File: src/rtl/div_defs_pkg.sv
// Shared divider definitions: FSM state encodings and the default operand width.
// No logic; imported by the divider and its testbench.
package div_defs;
    localparam int DIV_N = 32;

    typedef enum logic [1:0] {
        IDLE = 2'd0,
        RUN  = 2'd1,
        DONE = 2'd2
    } div_state_e;
endpackage

File: src/rtl/full_adder.sv
// One-bit full adder cell, the building block for ripple-carry arithmetic.
// Purely combinational; no flow control.
module full_adder (
    input  logic a_i,
    input  logic b_i,
    input  logic c_i,
    output logic s_o,
    output logic c_o
);
    assign s_o = a_i ^ b_i ^ c_i;
    assign c_o = (a_i & b_i) | (c_i & (a_i ^ b_i));
endmodule

File: src/rtl/rc_subtractor.sv
// Ripple-carry subtractor a - b built as a + ~b + 1 on full_adder cells.
// Combinational; borrow is the inverted carry-out of the top cell.
module rc_subtractor #(
    parameter int W = 33
) (
    input  logic [W-1:0] a_i,
    input  logic [W-1:0] b_i,
    output logic [W-1:0] diff_o,
    output logic         borrow_o
);
    logic [W:0] carry;

    assign carry[0] = 1'b1;

    for (genvar i = 0; i < W; i++) begin : g_bit
        full_adder u_fa (
            .a_i (a_i[i]),
            .b_i (~b_i[i]),
            .c_i (carry[i]),
            .s_o (diff_o[i]),
            .c_o (carry[i+1])
        );
    end

    assign borrow_o = ~carry[W];
endmodule

File: src/rtl/seq_divider.sv
// Restoring shift-subtract divider (signed DIV / unsigned DIVU), one quotient bit per cycle.
// Latency N+1 cycles from accepted start to done; start is ignored while busy.
module seq_divider
    import div_defs::*;
#(
    parameter int N = DIV_N
) (
    input  logic         clk,
    input  logic         reset,
    input  logic         start,
    input  logic         is_signed,
    input  logic [N-1:0] a,
    input  logic [N-1:0] b,
    output logic         busy,
    output logic         done,
    output logic [N-1:0] q,
    output logic [N-1:0] r,
    output logic         dbz
);
    localparam int         CW   = $clog2(N);
    localparam logic [CW-1:0] LAST = CW'(N - 1);

    div_state_e    state_q, state_d;
    logic [N:0]    rem_q, rem_d;
    logic [N-1:0]  dvd_q, dvd_d;
    logic [N-1:0]  bmag_q, bmag_d;
    logic [N-1:0]  araw_q, araw_d;
    logic          qneg_q, qneg_d;
    logic          rneg_q, rneg_d;
    logic          bzero_q, bzero_d;
    logic [CW-1:0] cnt_q, cnt_d;
    logic [N-1:0]  quo_q, quo_d;
    logic [N-1:0]  rmd_q, rmd_d;
    logic          dbz_q, dbz_d;

    logic          accept;
    logic          a_neg, b_neg;
    logic [N-1:0]  a_mag, b_mag;
    logic [N:0]    trial, diff;
    logic          borrow;
    logic [N-1:0]  qmag, rmag;

    assign accept = start && (state_q == IDLE || state_q == DONE);
    assign a_neg  = is_signed & a[N-1];
    assign b_neg  = is_signed & b[N-1];
    assign a_mag  = a_neg ? -a : a;
    assign b_mag  = b_neg ? -b : b;

    // Partial remainder stays below the divisor magnitude, so the shift never loses its top bit.
    assign trial = {rem_q[N-1:0], dvd_q[N-1]};

    rc_subtractor #(.W(N + 1)) u_sub (
        .a_i      (trial),
        .b_i      ({1'b0, bmag_q}),
        .diff_o   (diff),
        .borrow_o (borrow)
    );

    assign qmag = {dvd_q[N-2:0], ~borrow};
    assign rmag = borrow ? trial[N-1:0] : diff[N-1:0];

    always_comb begin
        state_d = state_q;
        rem_d   = rem_q;
        dvd_d   = dvd_q;
        bmag_d  = bmag_q;
        araw_d  = araw_q;
        qneg_d  = qneg_q;
        rneg_d  = rneg_q;
        bzero_d = bzero_q;
        cnt_d   = cnt_q;
        quo_d   = quo_q;
        rmd_d   = rmd_q;
        dbz_d   = dbz_q;

        case (state_q)
            RUN: begin
                rem_d = borrow ? trial : diff;
                dvd_d = qmag;
                cnt_d = cnt_q + CW'(1);
                if (cnt_q == LAST) begin
                    state_d = DONE;
                    dbz_d   = bzero_q;
                    if (bzero_q) begin
                        quo_d = '1;
                        rmd_d = araw_q;
                    end else begin
                        quo_d = qneg_q ? -qmag : qmag;
                        rmd_d = rneg_q ? -rmag : rmag;
                    end
                end
            end
            DONE:    state_d = IDLE;
            default: state_d = IDLE;
        endcase

        if (accept) begin
            state_d = RUN;
            rem_d   = '0;
            dvd_d   = a_mag;
            bmag_d  = b_mag;
            araw_d  = a;
            qneg_d  = a_neg ^ b_neg;
            rneg_d  = a_neg;
            bzero_d = (b == '0);
            cnt_d   = '0;
        end
    end

    always_ff @(posedge clk) begin
        if (reset) begin
            state_q <= IDLE;
            rem_q   <= '0;
            dvd_q   <= '0;
            bmag_q  <= '0;
            araw_q  <= '0;
            qneg_q  <= 1'b0;
            rneg_q  <= 1'b0;
            bzero_q <= 1'b0;
            cnt_q   <= '0;
            quo_q   <= '0;
            rmd_q   <= '0;
            dbz_q   <= 1'b0;
        end else begin
            state_q <= state_d;
            rem_q   <= rem_d;
            dvd_q   <= dvd_d;
            bmag_q  <= bmag_d;
            araw_q  <= araw_d;
            qneg_q  <= qneg_d;
            rneg_q  <= rneg_d;
            bzero_q <= bzero_d;
            cnt_q   <= cnt_d;
            quo_q   <= quo_d;
            rmd_q   <= rmd_d;
            dbz_q   <= dbz_d;
        end
    end

    assign busy = (state_q == RUN);
    assign done = (state_q == DONE);
    assign q    = quo_q;
    assign r    = rmd_q;
    assign dbz  = dbz_q;
endmodule

File: config.mk
export PLATFORM = sky130hd
export DESIGN_NAME = seq_divider
export DESIGN_NICKNAME = d
export VERILOG_FILES = /design/src/rtl/div_defs_pkg.sv /design/src/rtl/full_adder.sv /design/src/rtl/rc_subtractor.sv /design/src/rtl/seq_divider.sv
export SDC_FILE = /design/constraint.sdc
export NUM_CORES = 1
export LEC_CHECK = 0
export ABC_AREA = 1
export ABC_CLOCK_PERIOD_IN_PS = 32800
export CORE_MARGIN = 2
export CORE_UTILIZATION = 62
export DETAILED_ROUTE_END_ITERATION = 6
export GPL_TIMING_DRIVEN = 0
export PLACE_DENSITY_LB_ADDON = 0.25
export SLEW_MARGIN = 30
export SYNTH_ARGS = -nofsm -noshare
export SYNTH_HDL_FRONTEND = slang
export SYNTH_SLANG_ARGS = --single-unit
File: constraint.sdc
create_clock -name clk -period 32.8 [get_ports clk]
set_clock_uncertainty 0.05 [all_clocks]
set_input_delay 6.56 -clock clk [delete_from_list [all_inputs] [get_ports clk]]
set_output_delay 6.56 -clock clk [all_outputs]
set_load 0.05 [all_outputs]
==> results of run 1 <==
power by group through the flow:
| stage | Sequential (W) | Combinational (W) | Clock, W |
|---|---|---|---|
| finish | 0.000274 | 0.000270 | 0.000254 |
| global route | 0.000274 | 0.000294 | 0.000262 |
| CTS | 0.000273 | 0.000260 | 0.000252 |
| detailed placement | 0.000278 | 0.000257 | 0 |
| global placement | 0.000277 | 0.000250 | 0 |
| floorplan | 0.000273 | 0.000181 | 0 |
registers in the layout, summed over array words and instances (netlist names):
signal   cells
araw_q      32
bmag_q      32
dvd_q       32
q           32
r           32
rem_q       32
cnt_q        5
state_q      2
bzero_q      1
dbz          1
qneg_q       1
rneg_q       1
cells in the final DEF (no fill, tap or decap), types with 20 or more instances in the layout:
master | synthesis | routed
nand3_1 | 119 | 119
nand4_1 | 27 | 27
a21oi_1 | 112 | 112
a22oi_1 | 29 | 29
clkdlybuf4s50_1 | 0 | 134
xor2_1 | 20 | 20
fa_1 | 31 | 31
clkbuf_16 | 0 | 23
o21ai_1 | 22 | 22
nor3_1 | 26 | 26
o211ai_1 | 25 | 25
dfxtp_1 | 203 | 203
inv_1 | 270 | 270
o221ai_1 | 23 | 23
nor2_1 | 150 | 150
clkbuf_1 | 71 | 73
nand2_1 | 368 | 368
o21ai_0 | 141 | 141
final timing paths:
path / end / slack (ps) / cells past startpoint
worst max-delay path: q[28] / 17300 / 51
worst min-delay path: araw_q[0] / 430 / 2
worst max register to register: q[28] / 17300 / 51
worst min register to register: araw_q[0] / 430 / 2
worst min-delay path: stages (launching register included):
cell	delay (ps)
dfxtp_1	310
nand2_1	60
a21oi_1	60
kinds of logic after synthesis:
family / count (synthesis)
buf+inv: 372
flops: 203
fa+ha+maj: 38
simple gates: 743
compound gates: 423
xor+xnor: 26
through the flow:
step | instances | hold slack, ps | power, W | setup slack [ps]
floorplan | 1805 | 379 | 0.000454 | 19020
global placement | 2204 | 390 | 0.000527 | 17970
detailed placement | 2204 | 403 | 0.000535 | 17740
CTS | 2241 | 422 | 0.000784 | 17610
global route | 2241 | 438 | 0.000830 | 16950
finish | 2241 | 426 | 0.000798 | 17300
layer usage:
layer	routed length, um	track usage	vias to the layer above
met2	19400	0.640	1035
met3	6660	0.128	190
met4	2190	0.207	2
li1	-	-	6247
met1	17700	0.589	6296
met5	13	0	-
layout make-up:
cell class,instances,area (um2),area share
Clock buffer,30,652,0.0446
Inverter,284,1070,0.0729
Sequential cell,203,4060,0.278
Buffer,88,384,0.0263
Clock inverter,7,67.6,0.00462
Multi-Input combinational cell,1230,6710,0.459
Tap cell,265,332,0.0227
Timing Repair Buffer,134,1340,0.0918
==> flow_summary.ini, run 1 <==
[setup_path]
critPathLaunchType = register
cp_common_cell = fa_1
crit_path_top_delay_cell = o21ai_0
timing.critical_path.buf_inv = 8
cp-end-kind = register
cp_max_fo = 10
cp.required_ps = 33180
critPathArrivalTime_ps = 15880
cp_slowest_stage_delay_ps = 540
path_class = reg2reg
startpoint = bmag_q[0]
crit_family = adder cells
worstReg2RegStart = bmag_q[0]

[global_routing]
grt_usage = 0.436
overflow = 0
grt_pass1_vias = 12800
grt_first_pass_wirelength_um = 69600
antenna_found_initial = 2
grt_max_degree = 14

[floorplan]
die_w_um = 144
die-area_um2 = 20900
ioPinCount = 135
die_h_um = 144
core_area_um2 = 19400
start_util = 0.630
row_count = 51

[power]
irDropWorstVdd_mv = 0.0572
power.density_nw_per_um2 = 54.6
p_int_w = 0.000492
power_leakage_nw = 6.47
seq_power_share = 0.343
swShare = 0.383
clkPwrFrac = 0.318
power_switching_w = 0.000306
power_frac_comb = 0.339

[clocking]
htreeDepth = 1
cts_setup_buffers = 0
cts_tree = yes
numCtsBuffers = 23
clkTransAtPathRegs_ps = 60
cts-hold-fix-buffers = 0
cts_resized = 0
clock-root-buffer = clkbuf_16
cts_buffer_depth = 3
cts_sinks = 203
clk_latency_ps = 530

[hold_path]
hold_class = reg2reg
hold_path_startpoint = araw_q[0]

[synthesis]
synthCells = 1805
ys_warn_count = 0
synthTopCellsByCount = nand2_1 (368), inv_1 (270), dfxtp_1 (203), nor2_1 (150), o21ai_0 (141)
synthArstFlopShare = 0
synth_area_leaders = dfxtp_1 (33%), nand2_1 (11%), inv_1 (8.3%)
ys.flop_type = dfxtp_1
muxShareOfSynthArea = 0
synth_top_family_by_area = simple AND/OR/NAND/NOR gates
avgSynthCellArea_um2 = 6.77
syn_nets = 1911
synth_edf_count = 0
synth-simple-area-share = 0.266
ys_ff_latch = 203
synth_fa_ha_area_frac = 0.0579
synth-xor-area-share = 0.0186
synth_compound_area_frac = 0.207
yosysSeqAreaShare = 0.332
synth_area_leader_cell = dfxtp_1
yosysMostFrequentCell = nand2_1
syn_area_um2 = 12200
synth_top_area_frac = 0.332
ys_types = 54

[timing]
tightest_slew_ps = 909
fin_crit_ps = 15500
slew_headroom = 0.394
timing.fmax_ghz = 0.0645
slew_violations = 0
finalSetupTns_ps = 0
post-route-period-util = 0.473
finalSetupViolCount = 0
rsz0062_at_grt = no
hold_violations = 0

[routing]
drt_iter0_markers = 1916
ant_nets = 0
routed-via-count = 13800
routed_wirelength_um = 46000
wl_per_cell_um = 20.5
viasPerCell = 6.14
drc_errors = 23
firstDrtPassIters = 7

[placement]
dp_hpwl_um = 35200
finalWeightedCongestion = 1.03
placed_area_um2 = 13900
port_buffers = 134

[layout]
num_antenna_cells = 0
final_cell_area_um2 = 14600
utilization = 0.753
num-fill-cells = 1538
drive_gt1_frac = 0.0541
area_growth_syn_to_layout_pct = 19.6
fin_nets = 2070

[run_status]
failed_checks = DRC
outcome = finished with violations

[job]
cap_violations = 0
Note: power is estimated with default switching activity, not from simulation.
==> inputs of run 2 (changes only) <==
--- a/config.mk
+++ b/config.mk
@@ -6,9 +6,9 @@
 export NUM_CORES = 1
 export LEC_CHECK = 0
 export ABC_AREA = 1
-export ABC_CLOCK_PERIOD_IN_PS = 32800
+export ABC_CLOCK_PERIOD_IN_PS = 15600
 export CORE_MARGIN = 2
-export CORE_UTILIZATION = 62
+export CORE_UTILIZATION = 58
 export DETAILED_ROUTE_END_ITERATION = 6
 export GPL_TIMING_DRIVEN = 0
 export PLACE_DENSITY_LB_ADDON = 0.25
==> constraint.sdc (replaced) <==
create_clock -name clk -period 15.6 [get_ports clk]
set_clock_uncertainty 0.05 [all_clocks]
set_input_delay 3.12 -clock clk [delete_from_list [all_inputs] [get_ports clk]]
set_output_delay 3.12 -clock clk [all_outputs]
set_load 0.05 [all_outputs]
==> run 2 against run 1 <==
  * The flow now finishes without violations
  * Fmax is 2.6% higher
  * Clock-buffer cell count is 1 higher
  * Global-route usage shrank 2.3 points
  * Largest power group is now combinational logic
==> flow_summary.ini, run 2 (synthesis gave the netlist of run 1 again) <==
[timing]
finalSetupTns_ps = 0
post-route-period-util = 0.968
slew_headroom = 0.346
hold_violations = 0
fin_crit_ps = 15100
rsz0062_at_grt = no
timing.fmax_ghz = 0.0662
slew_violations = 0
finalSetupViolCount = 0
tightest_slew_ps = 980

[floorplan]
die-area_um2 = 22300
core_area_um2 = 20800
start_util = 0.587
ioPinCount = 135
row_count = 53
die_h_um = 149
die_w_um = 149

[setup_path]
crit_path_top_delay_cell = fa_1
path_class = reg2reg
cp_slowest_stage_delay_ps = 420
cp-end-kind = register
cp_common_cell = fa_1
cp.required_ps = 15960
rr_worst_depth = 53
cp_max_fo = 10
critPathLaunchType = register
critPathArrivalTime_ps = 15460

[run_status]
outcome = finished clean

[global_routing]
antenna_found_initial = 0
grt_max_degree = 15
grt_first_pass_wirelength_um = 70900
overflow = 0
grt_pass1_vias = 12700
grt_usage = 0.413

[layout]
final_cells = 2250
fin_nets = 2069
final_cell_area_um2 = 14600
layout_commonest_cell = nand2_1
num-fill-cells = 1751
num_antenna_cells = 0
drive_gt1_frac = 0.0547
final_cell_mix = nand2_1 (368), inv_1 (270), dfxtp_1 (203)
area_growth_syn_to_layout_pct = 19.7

[hold_path]
holdPathStages = 2
hold_class = reg2reg

[routing]
drt_iter0_markers = 1476
wl_per_cell_um = 20.5
viasPerCell = 6.07
ant_nets = 0
drc_errors = 0
routed-via-count = 13700
firstDrtPassIters = 6
routed_wirelength_um = 46200

[placement]
dp.cells = 2214
dp_hpwl_um = 36200
finalWeightedCongestion = 1.05
port_buffers = 134
placed_area_um2 = 13900

[clocking]
htreeDepth = 1
cts_sinks = 203
numCtsBuffers = 22
clock-root-buffer = clkbuf_16
cts_tree = yes
clk_latency_ps = 510
cts_buffer_depth = 3
cts-hold-fix-buffers = 0
clkTransAtPathRegs_ps = 60

[job]
cap_violations = 0

[power]
irDropWorstVdd_mv = 0.105
power_leakage_nw = 6.47
finalPower_w = 0.00167
power.density_nw_per_um2 = 114
[run 2: worst max-delay path, delay by kind of cell (launching register included)]
kind,cells,cell delay [ps]
fa+ha+maj,33,12100
compound gates,4,660
simple gates,7,1010
buf+inv,9,830
flops,1,340
[run 2: power by group]
part           internal (W)  switching, W
Combinational      0.000179      0.000399
Clock              0.000307      0.000217
Sequential         0.000547     0.0000250
Total               0.00103      0.000641
[run 2: layout make-up]
type,instances,area [um2],area share
repair buffers,134,1340,0.0917
plain buffers,88,384,0.0263
well taps,275,344,0.0235
inverters,284,1070,0.0729
clock buffers,31,656,0.0448
flip-flops and latches,203,4060,0.278
multi-input cells,1230,6720,0.459
clock inverters,5,53.8,0.00368
[run 2: worst paths after layout]
kind	start	endpoint	slack, ps
setup / recovery	dvd_q[31]	q[30]	500
hold / removal	araw_q[19]	araw_q[19]	410
setup reg to reg	dvd_q[31]	q[30]	500
hold reg to reg	araw_q[19]	araw_q[19]	410
[run 2: layer usage]
| metal | part of all wire | GRT usage |
|---|---|---|
| met4 | 0.051 | 0.193 |
| met5 | 0 | 0 |
| met1 | 0.38 | 0.536 |
| met3 | 0.11 | 0.0899 |
| met2 | 0.45 | 0.658 |
[run 2: timing repair]
action | 4_1_cts | 5_1_grt
resized for setup | 0 | 4
setup buffers | 0 | 0
setup endpoints to repair | 0 | 4
[run 2: metrics by stage]
step                worst slack [ps]  hold WS (ps)   util
floorplan                       1820           379      -
global placement                 627           390  0.668
detailed placement               408           394  0.668
CTS                              373           409  0.702
global route                    22.3           445  0.702
finish                           498           409  0.702
